===== src/rtl/ic_dest_rx_fifo.sv =====
// Destination receive FIFO: same-cycle combinational ack (dequeue) to stage 3, first-word-fall-through head with 1-cycle push-to-visible latency.
// Backpressure: a full FIFO withholds dequeue unless the head pops that cycle; overflow and node-ID mismatch set a sticky error.
`ifndef FLIT_WIDTH
`define FLIT_WIDTH 32
`endif

module ic_dest_rx_fifo #(
  parameter int         WIDTH   = `FLIT_WIDTH,
  parameter int         DEPTH   = 4,
  parameter logic [3:0] NODE_ID = 4'b0000
) (
  input  logic                   clock,
  input  logic                   reset,
  input  logic                   enable,
  output logic                   error,
  input  logic [WIDTH-1:0]       s3_data_in,
  input  logic [6:0]             s3_nexthop_in,
  input  logic                   s3_data_valid,
  output logic                   dequeue,
  output logic [WIDTH-1:0]       out_data,
  output logic [2:0]             out_port,
  output logic                   out_valid,
  input  logic                   out_ready,
  output logic [$clog2(DEPTH):0] count,
  output logic                   almost_full
);
  localparam int AW = $clog2(DEPTH);
  localparam int CW = AW + 1;
  localparam int EW = WIDTH + 3;

  logic [AW-1:0] wr_ptr_q, wr_ptr_d;
  logic [AW-1:0] rd_ptr_q, rd_ptr_d;
  logic [CW-1:0] count_q, count_d;
  logic          error_q, error_d;
  logic [EW-1:0] mem_q [DEPTH];

  logic          full, pop, push, node_ok, overflow;
  logic [EW-1:0] head;

  always_comb begin
    full     = (count_q == CW'(DEPTH));
    pop      = enable & (count_q != '0) & out_ready;
    // Gated by reset so nothing is acknowledged while state is being cleared.
    dequeue  = reset & enable & s3_data_valid & (~full | pop);
    node_ok  = (s3_nexthop_in[6:3] == NODE_ID);
    push     = dequeue & node_ok;
    overflow = enable & s3_data_valid & full & ~pop;
  end

  always_comb begin
    wr_ptr_d = wr_ptr_q;
    rd_ptr_d = rd_ptr_q;
    count_d  = count_q;
    error_d  = error_q | overflow | (dequeue & ~node_ok);
    if (push) wr_ptr_d = wr_ptr_q + AW'(1);
    if (pop)  rd_ptr_d = rd_ptr_q + AW'(1);
    case ({push, pop})
      2'b10:   count_d = count_q + CW'(1);
      2'b01:   count_d = count_q - CW'(1);
      default: count_d = count_q;
    endcase
  end

  always_ff @(posedge clock or negedge reset) begin
    if (!reset) begin
      wr_ptr_q <= '0;
      rd_ptr_q <= '0;
      count_q  <= '0;
      error_q  <= 1'b0;
    end else begin
      wr_ptr_q <= wr_ptr_d;
      rd_ptr_q <= rd_ptr_d;
      count_q  <= count_d;
      error_q  <= error_d;
    end
  end

  // Storage needs no reset; the head is masked to zero while empty.
  always_ff @(posedge clock) begin
    if (push) mem_q[wr_ptr_q] <= {s3_data_in, s3_nexthop_in[2:0]};
  end

  always_comb begin
    head        = mem_q[rd_ptr_q];
    out_valid   = (count_q != '0);
    out_data    = out_valid ? head[EW-1:3] : '0;
    out_port    = out_valid ? head[2:0] : 3'd0;
    count       = count_q;
    almost_full = (count_q >= CW'(DEPTH - 1));
    error       = error_q;
  end

endmodule


===== config.mk =====
export PLATFORM = sky130hd
export DESIGN_NAME = ic_dest_rx_fifo
export DESIGN_NICKNAME = d
export VERILOG_FILES = /design/src/rtl/ic_dest_rx_fifo.sv
export SDC_FILE = /design/constraint.sdc
export NUM_CORES = 1
export LEC_CHECK = 0
export ABC_AREA = 0
export CAP_MARGIN = 15
export CORE_AREA = 2 2 130 157
export DETAILED_ROUTE_END_ITERATION = 6
export DIE_AREA = 0 0 132 159
export DONT_BUFFER_PORTS = 1
export PLACE_DENSITY_LB_ADDON = 0.3
export SLEW_MARGIN = 20
export SYNTH_ARGS = -nofsm -noshare
export SYNTH_HDL_FRONTEND = slang
export SYNTH_SLANG_ARGS = --single-unit

===== constraint.sdc =====
create_clock -name clock -period 2.55 [get_ports clock]
set_clock_uncertainty 0.05 [all_clocks]
set_input_delay 0.51 -clock clock [delete_from_list [all_inputs] [get_ports clock]]
set_output_delay 0.51 -clock clock [all_outputs]
set_load 0.01 [all_outputs]

==> run summary, run 1 <==
Share of post-route cells with drive strength above 1 -> 0.306
EDFF count, synth -> 140
# diodes -> 0
Status -> complete, no violations
Hold Path Depth -> 0
Distinct cell type count after synthesis -> 26
Post-Syn Nets -> 317
H-tree depth -> 4
GRT Total Usage -> 0.112
Max IR drop VDD -> 0.487 mV
RSZ-0062 raised after global routing -> false
MaxCap Viol Count -> 0
Detailed Place HPWL -> 6830 um
Clk network pwr share -> 0.353
Pwr Density -> 1020 nW/um^2
Initial Utilization -> 0.298
Hold endpoint -> mem_q[1][30]
Relative slew slack -> 0.668
Post-synth ARST share -> 0.0541
Max Fclk -> 412 MHz
Post-layout util -> 0.354
Number of I/O port buffers -> 0
Sequential share of the synthesized area -> 0.763
Total CTS buffers -> 17
Worst slew pin tran -> 0.497 ns
I/O pins -> 86
Commonest non-fill, non-tap cells in the layout -> edfxtp_1, mux4_2, and2_1
Tmin final -> 2.43 ns
First-pass GRT wire length -> 17100 um
Total wire length -> 11100 um
Gr ovfl total -> 0
Most common cell after layout, fill and taps aside -> edfxtp_1
Internal power -> 0.00503 W
Post-route ant nets -> 0
Maximum fanout along the worst path -> 37
Core Region -> 19400 um^2
Wire per inst -> 19.6 um
Clock Latency Late Sink -> 0.41 ns
Root Buffer -> clkbuf_16
Final Max Slew Viols -> 0
Final Hold Viols -> 0
Vias in the first global route -> 2871
Row count -> 56
CTS tree -> yes
Vias per cell -> 4.47
Reg-to-reg endpoint -> count[2]
Minimum hold slack -> 0.136 ns
Sw Share -> 0.284
Net Sw Power -> 0.00200 W
DRC -> 0
PnR Total Power -> 0.00703 W
Sequential share of power -> 0.400
FF-to-FF Start -> count[0]
Pre-antenna DRT Iters -> 4
Reg2Reg Depth -> 9
Via count -> 2527
Critical path launch point type -> flop
HP Class -> primary input to flop
Setup TNS -> 0 ns
Fin nets -> 341
# setup viols final -> 0
Arrival @ worst endpoint -> 1.87 ns
Die W -> 132 um
DIE HEIGHT -> 159 um
Fillers -> 1831
CTS sink count -> 148
Post-synthesis cell area -> 5780 um^2
Global placer's final weighted congestion -> 0.648
Die ar. -> 21000 um^2
Initial antenna violation count -> 0
Final Cycle Share -> 0.952
Largest net degree at the start of global routing -> 38
Final non-filler cell total -> 565
Worst Path Required -> 1.99 ns
Avg Cell Area, Syn -> 21.6 um^2
Synth Register Bits -> 148
CP Class -> flop to output pin
HP Start -> s3_data_in[27]
Placed cell count -> 530
Comb power frac -> 0.247
Most common flop cell mapped by yosys -> edfxtp_1
Clock-pin slew on the worst setup and hold paths -> 0.07 ns
Area grow syn2layout -> 19.0%
Cells after Synth -> 267
Crit end category -> output pin
Number of DRC violations after detailed-routing iteration 0 -> 141
Pleak -> 2.20 nW
R2R setup slack -> 0.25 ns
Syn. warnings -> 0
Largest buffer count on any clock path -> 2
## sequential cells by signal (all words and copies together), names as in the netlist
register,count
mem_q,140
count,3
rd_ptr_q,2
wr_ptr_q,2
error,1
## power groups by stage
stage | Clock, W | Sequential, W | Combinational, W
floorplan | 0 | 0.00282 | 0.00140
global placement | 0 | 0.00288 | 0.00174
detailed placement | 0 | 0.00289 | 0.00174
CTS | 0.00254 | 0.00281 | 0.00182
global route | 0.00264 | 0.00282 | 0.00191
finish | 0.00248 | 0.00281 | 0.00174
## metal layers
| metal | GRT usage | part of all wire | up-vias |
|---|---|---|---|
| li1 | - | - | 1117 |
| met4 | 0.0455 | 0.0099 | 0 |
| met3 | 0.0509 | 0.072 | 8 |
| met5 | 0 | 0 | - |
| met1 | 0.121 | 0.40 | 1336 |
| met2 | 0.190 | 0.52 | 66 |
## repair_timing
action                                  4_1_cts  5_1_grt
endpoints found under the setup margin       29        0
hold buffers                                  1        0
setup buffers                                 2        0
hold endpoints to repair                      8        0
resized for setup                             2        0
## through the flow
stage | instance area [um^2] | setup WS [ns]
after CTS | 6870 | 0.0771
after detailed placement | 6240 | 0.200
after floorplan | 5780 | 0.204
final | 6870 | 0.122
after global placement | 6240 | 0.237
after global routing | 6870 | 0.0223
## synthesized netlist by cell type, types with 2 or more instances
master / instances / share of area
clkbuf_1: 7 / 0.0046
dfrtp_1: 8 / 0.035
mux4_2: 35 / 0.14
and2_1: 39 / 0.042
buf_4: 3 / 0.0039
buf_2: 2 / 0.0017
inv_1: 6 / 0.0039
ha_1: 5 / 0.011
xnor2_1: 3 / 0.0046
edfxtp_1: 140 / 0.73
xor2_1: 3 / 0.0046
nor2_1: 2 / 0.0013
## worst max-delay path, stage by stage (launching register included)
cell     delay [ns]
dfrtp_1        0.48
or3_2          0.51
buf_6          0.22
and2_1         0.23
## logic make-up after synthesis
family / synth area share
fa+ha+maj: 0.0143
compound gates: 0.00347
xor+xnor: 0.00910
mux: 0.141
simple gates: 0.0557
buf+inv: 0.0141
flops: 0.763
## area by class of cell
| class | count | area [um^2] | area share |
|---|---|---|---|
| clock inverter | 14 | 166 | 0.0242 |
| sequential | 148 | 4410 | 0.642 |
| multi-input combinational | 101 | 1300 | 0.189 |
| clock buffer | 18 | 429 | 0.0625 |
| tap | 261 | 327 | 0.0475 |
| inverter | 6 | 22.5 | 0.00328 |
| timing repair buffer | 17 | 221 | 0.0322 |
## worst max-delay path by stage
stage,from,endpoint,slack [ns],depth (start not counted)
after floorplan,s3_nexthop_in[4],count[2],0.20,9
after global placement,s3_nexthop_in[4],mem_q[0][34],0.24,5
after detailed placement,count[1],count[2],0.20,9
after CTS,count[1],out_data[31],0.08,3
after global routing,count[0],out_data[7],0.02,3
final,count[0],out_data[31],0.12,3
Note: power is estimated with default switching activity, not from simulation.
==> inputs of run 2 (changes only) <==
--- a/config.mk
+++ b/config.mk
@@ -11,6 +11,7 @@
 export DETAILED_ROUTE_END_ITERATION = 6
 export DIE_AREA = 0 0 132 159
 export DONT_BUFFER_PORTS = 1
+export MAX_ROUTING_LAYER = met4
 export PLACE_DENSITY_LB_ADDON = 0.3
 export SLEW_MARGIN = 20
 export SYNTH_ARGS = -nofsm -noshare
==> run summary, run 2 (synthesized netlist as in run 1, its figures left out) <==
Worst slew pin tran -> 0.496 ns (was 0.497 ns)
Clock Latency Late Sink -> 0.42 ns (was 0.41 ns)
First-pass GRT wire length -> 17000 um (was 17100 um)
Bufs and invs on worst path -> 1 (unchanged)
Detailed Place HPWL -> 6830 um (unchanged)
Crit path from -> count[0] (unchanged)
Critical path's top delay family -> simple AND/OR/NAND/NOR gates (unchanged)
Clock-pin slew on the worst setup and hold paths -> 0.06 ns (was 0.07 ns)
Arrival @ worst endpoint -> 1.87 ns (about the same)
Gr ovfl total -> 0 (unchanged)
GRT Total Usage -> 0.115 (was 0.112)
Setup TNS -> 0 ns (unchanged)
MaxCap Viol Count -> 0 (unchanged)
DRC -> 0 (unchanged)
Largest buffer count on any clock path -> 2 (unchanged)
Pleak -> 2.20 nW (unchanged)
Fillers -> 1831 (unchanged)
DIE HEIGHT -> 159 um (unchanged)
Number of I/O port buffers -> 0 (unchanged)
Initial Utilization -> 0.298 (unchanged)
Die ar. -> 21000 um^2 (unchanged)
Final Max Slew Viols -> 0 (unchanged)
Pre-antenna DRT Iters -> 4 (unchanged)
CP Class -> flop to output pin (unchanged)
Crit end category -> output pin (unchanged)
I/O pins -> 86 (unchanged)
Fin nets -> 341 (unchanged)
HP Class -> primary input to flop (unchanged)
Share of post-route cells with drive strength above 1 -> 0.306 (unchanged)
Root Buffer -> clkbuf_16 (unchanged)
Via count -> 2520 (was 2527)
Multi-input logic area -> 1300 um^2 (unchanged)
Worst Path Required -> 1.99 ns (about the same)
Tmin final -> 2.43 ns (about the same)
Total wire length -> 11100 um (about the same)
Final Cell Area -> 6870 um^2 (unchanged)
Final Hold Viols -> 0 (unchanged)
Total CTS buffers -> 17 (unchanged)
CTS sink count -> 148 (unchanged)
Reg area -> 4410 um^2 (unchanged)
Wire per inst -> 19.6 um (about the same)
Core Region -> 19400 um^2 (unchanged)
Row count -> 56 (unchanged)
Final Cycle Share -> 0.953 (was 0.952)
CTS tree -> yes (unchanged)
Vias in the first global route -> 2874 (was 2871)
# diodes -> 0 (unchanged)
Pwr Density -> 1020 nW/um^2 (about the same)
HP Start -> s3_data_in[27] (unchanged)
# setup viols final -> 0 (unchanged)
Vias per cell -> 4.46 (was 4.47)
Biggest register -> mem_q (unchanged)
Max Fclk -> 411 MHz (was 412 MHz)
Area grow syn2layout -> 19.0% (unchanged)
Global placer's final weighted congestion -> 0.654 (was 0.648)
Slowest CP cell -> or3_2 (unchanged)
Post-route ant nets -> 0 (unchanged)
Relative slew slack -> 0.669 (was 0.668)
Critical path launch point type -> flop (unchanged)
Commonest non-fill, non-tap cells in the layout -> edfxtp_1, mux4_2, and2_1 (unchanged)
Placed instance area -> 6240 um^2 (unchanged)
Minimum hold slack -> 0.136 ns (about the same)
Max IR drop VDD -> 0.488 mV (was 0.487 mV)
Crit path cell chain -> or3_2, buf_6, and2_1 (unchanged)
Maximum fanout along the worst path -> 37 (unchanged)
Number of DRC violations after detailed-routing iteration 0 -> 151 (was 141)
Largest net degree at the start of global routing -> 38 (unchanged)
RSZ-0062 raised after global routing -> false (unchanged)
Most common cell after layout, fill and taps aside -> edfxtp_1 (unchanged)
FF-to-FF Start -> count[0] (unchanged)
Worst path max stage delay -> 0.51 ns (about the same)
Die W -> 132 um (unchanged)
Initial antenna violation count -> 0 (unchanged)
H-tree depth -> 4 (unchanged)
Max reg flops -> 140 (unchanged)
Status -> complete, no violations (unchanged)
run 2: what timing repair did:
item	in CTS	in global routing
hold buffers	1	0
buffers inserted	2	0
hold endpoints to repair	8	0
resized for setup	2	0
endpoints found under the setup margin	29	0
run 2: final timing paths:
kind | to | slack (ns) | depth (start not counted)
worst max-delay path | out_data[31] | 0.12 | 3
worst min-delay path | mem_q[1][30] | 0.14 | 0
worst max register to register | count[2] | 0.25 | 9
worst min register to register | error | 0.50 | 1
max in group asynchronous | rd_ptr_q[0] | 1.72 | 1
min in group asynchronous | count[2] | 0.41 | 1
run 2: through the flow:
step | utilization | std cells | worst slack, ns | power, W
3_3_place_gp | 0.322 | 530 | 0.237 | 0.00463
4_1_cts | 0.354 | 565 | 0.0771 | 0.00717
6_report | 0.354 | 565 | 0.119 | 0.00703
2_1_floorplan | - | 267 | 0.204 | 0.00422
5_1_grt | 0.354 | 565 | 0.0232 | 0.00737
3_5_place_dp | 0.322 | 530 | 0.200 | 0.00463
run 2: report_power, final:
part           switching [W]  internal (W)
combinational       0.000906      0.000837
clock                0.00101       0.00147
sequential         0.0000894       0.00272
total                0.00200       0.00503
run 2: cell type report:
cell class / count / area share
clock buffers: 18 / 0.0625
well taps: 261 / 0.0475
inverters: 6 / 0.00328
flip-flops and latches: 148 / 0.642
repair buffers: 17 / 0.0322
multi-input cells: 101 / 0.189
clock inverters: 14 / 0.0242
run 2: routing by layer:
| layer | global-route usage | vias to the layer above | part of all wire |
|---|---|---|---|
| li1 | - | 1117 | - |
| met1 | 0.122 | 1325 | 0.40 |
| met2 | 0.190 | 70 | 0.52 |
| met3 | 0.0525 | 8 | 0.073 |
| met4 | 0.0380 | 0 | 0.0099 |
| met5 | - | - | 0 |
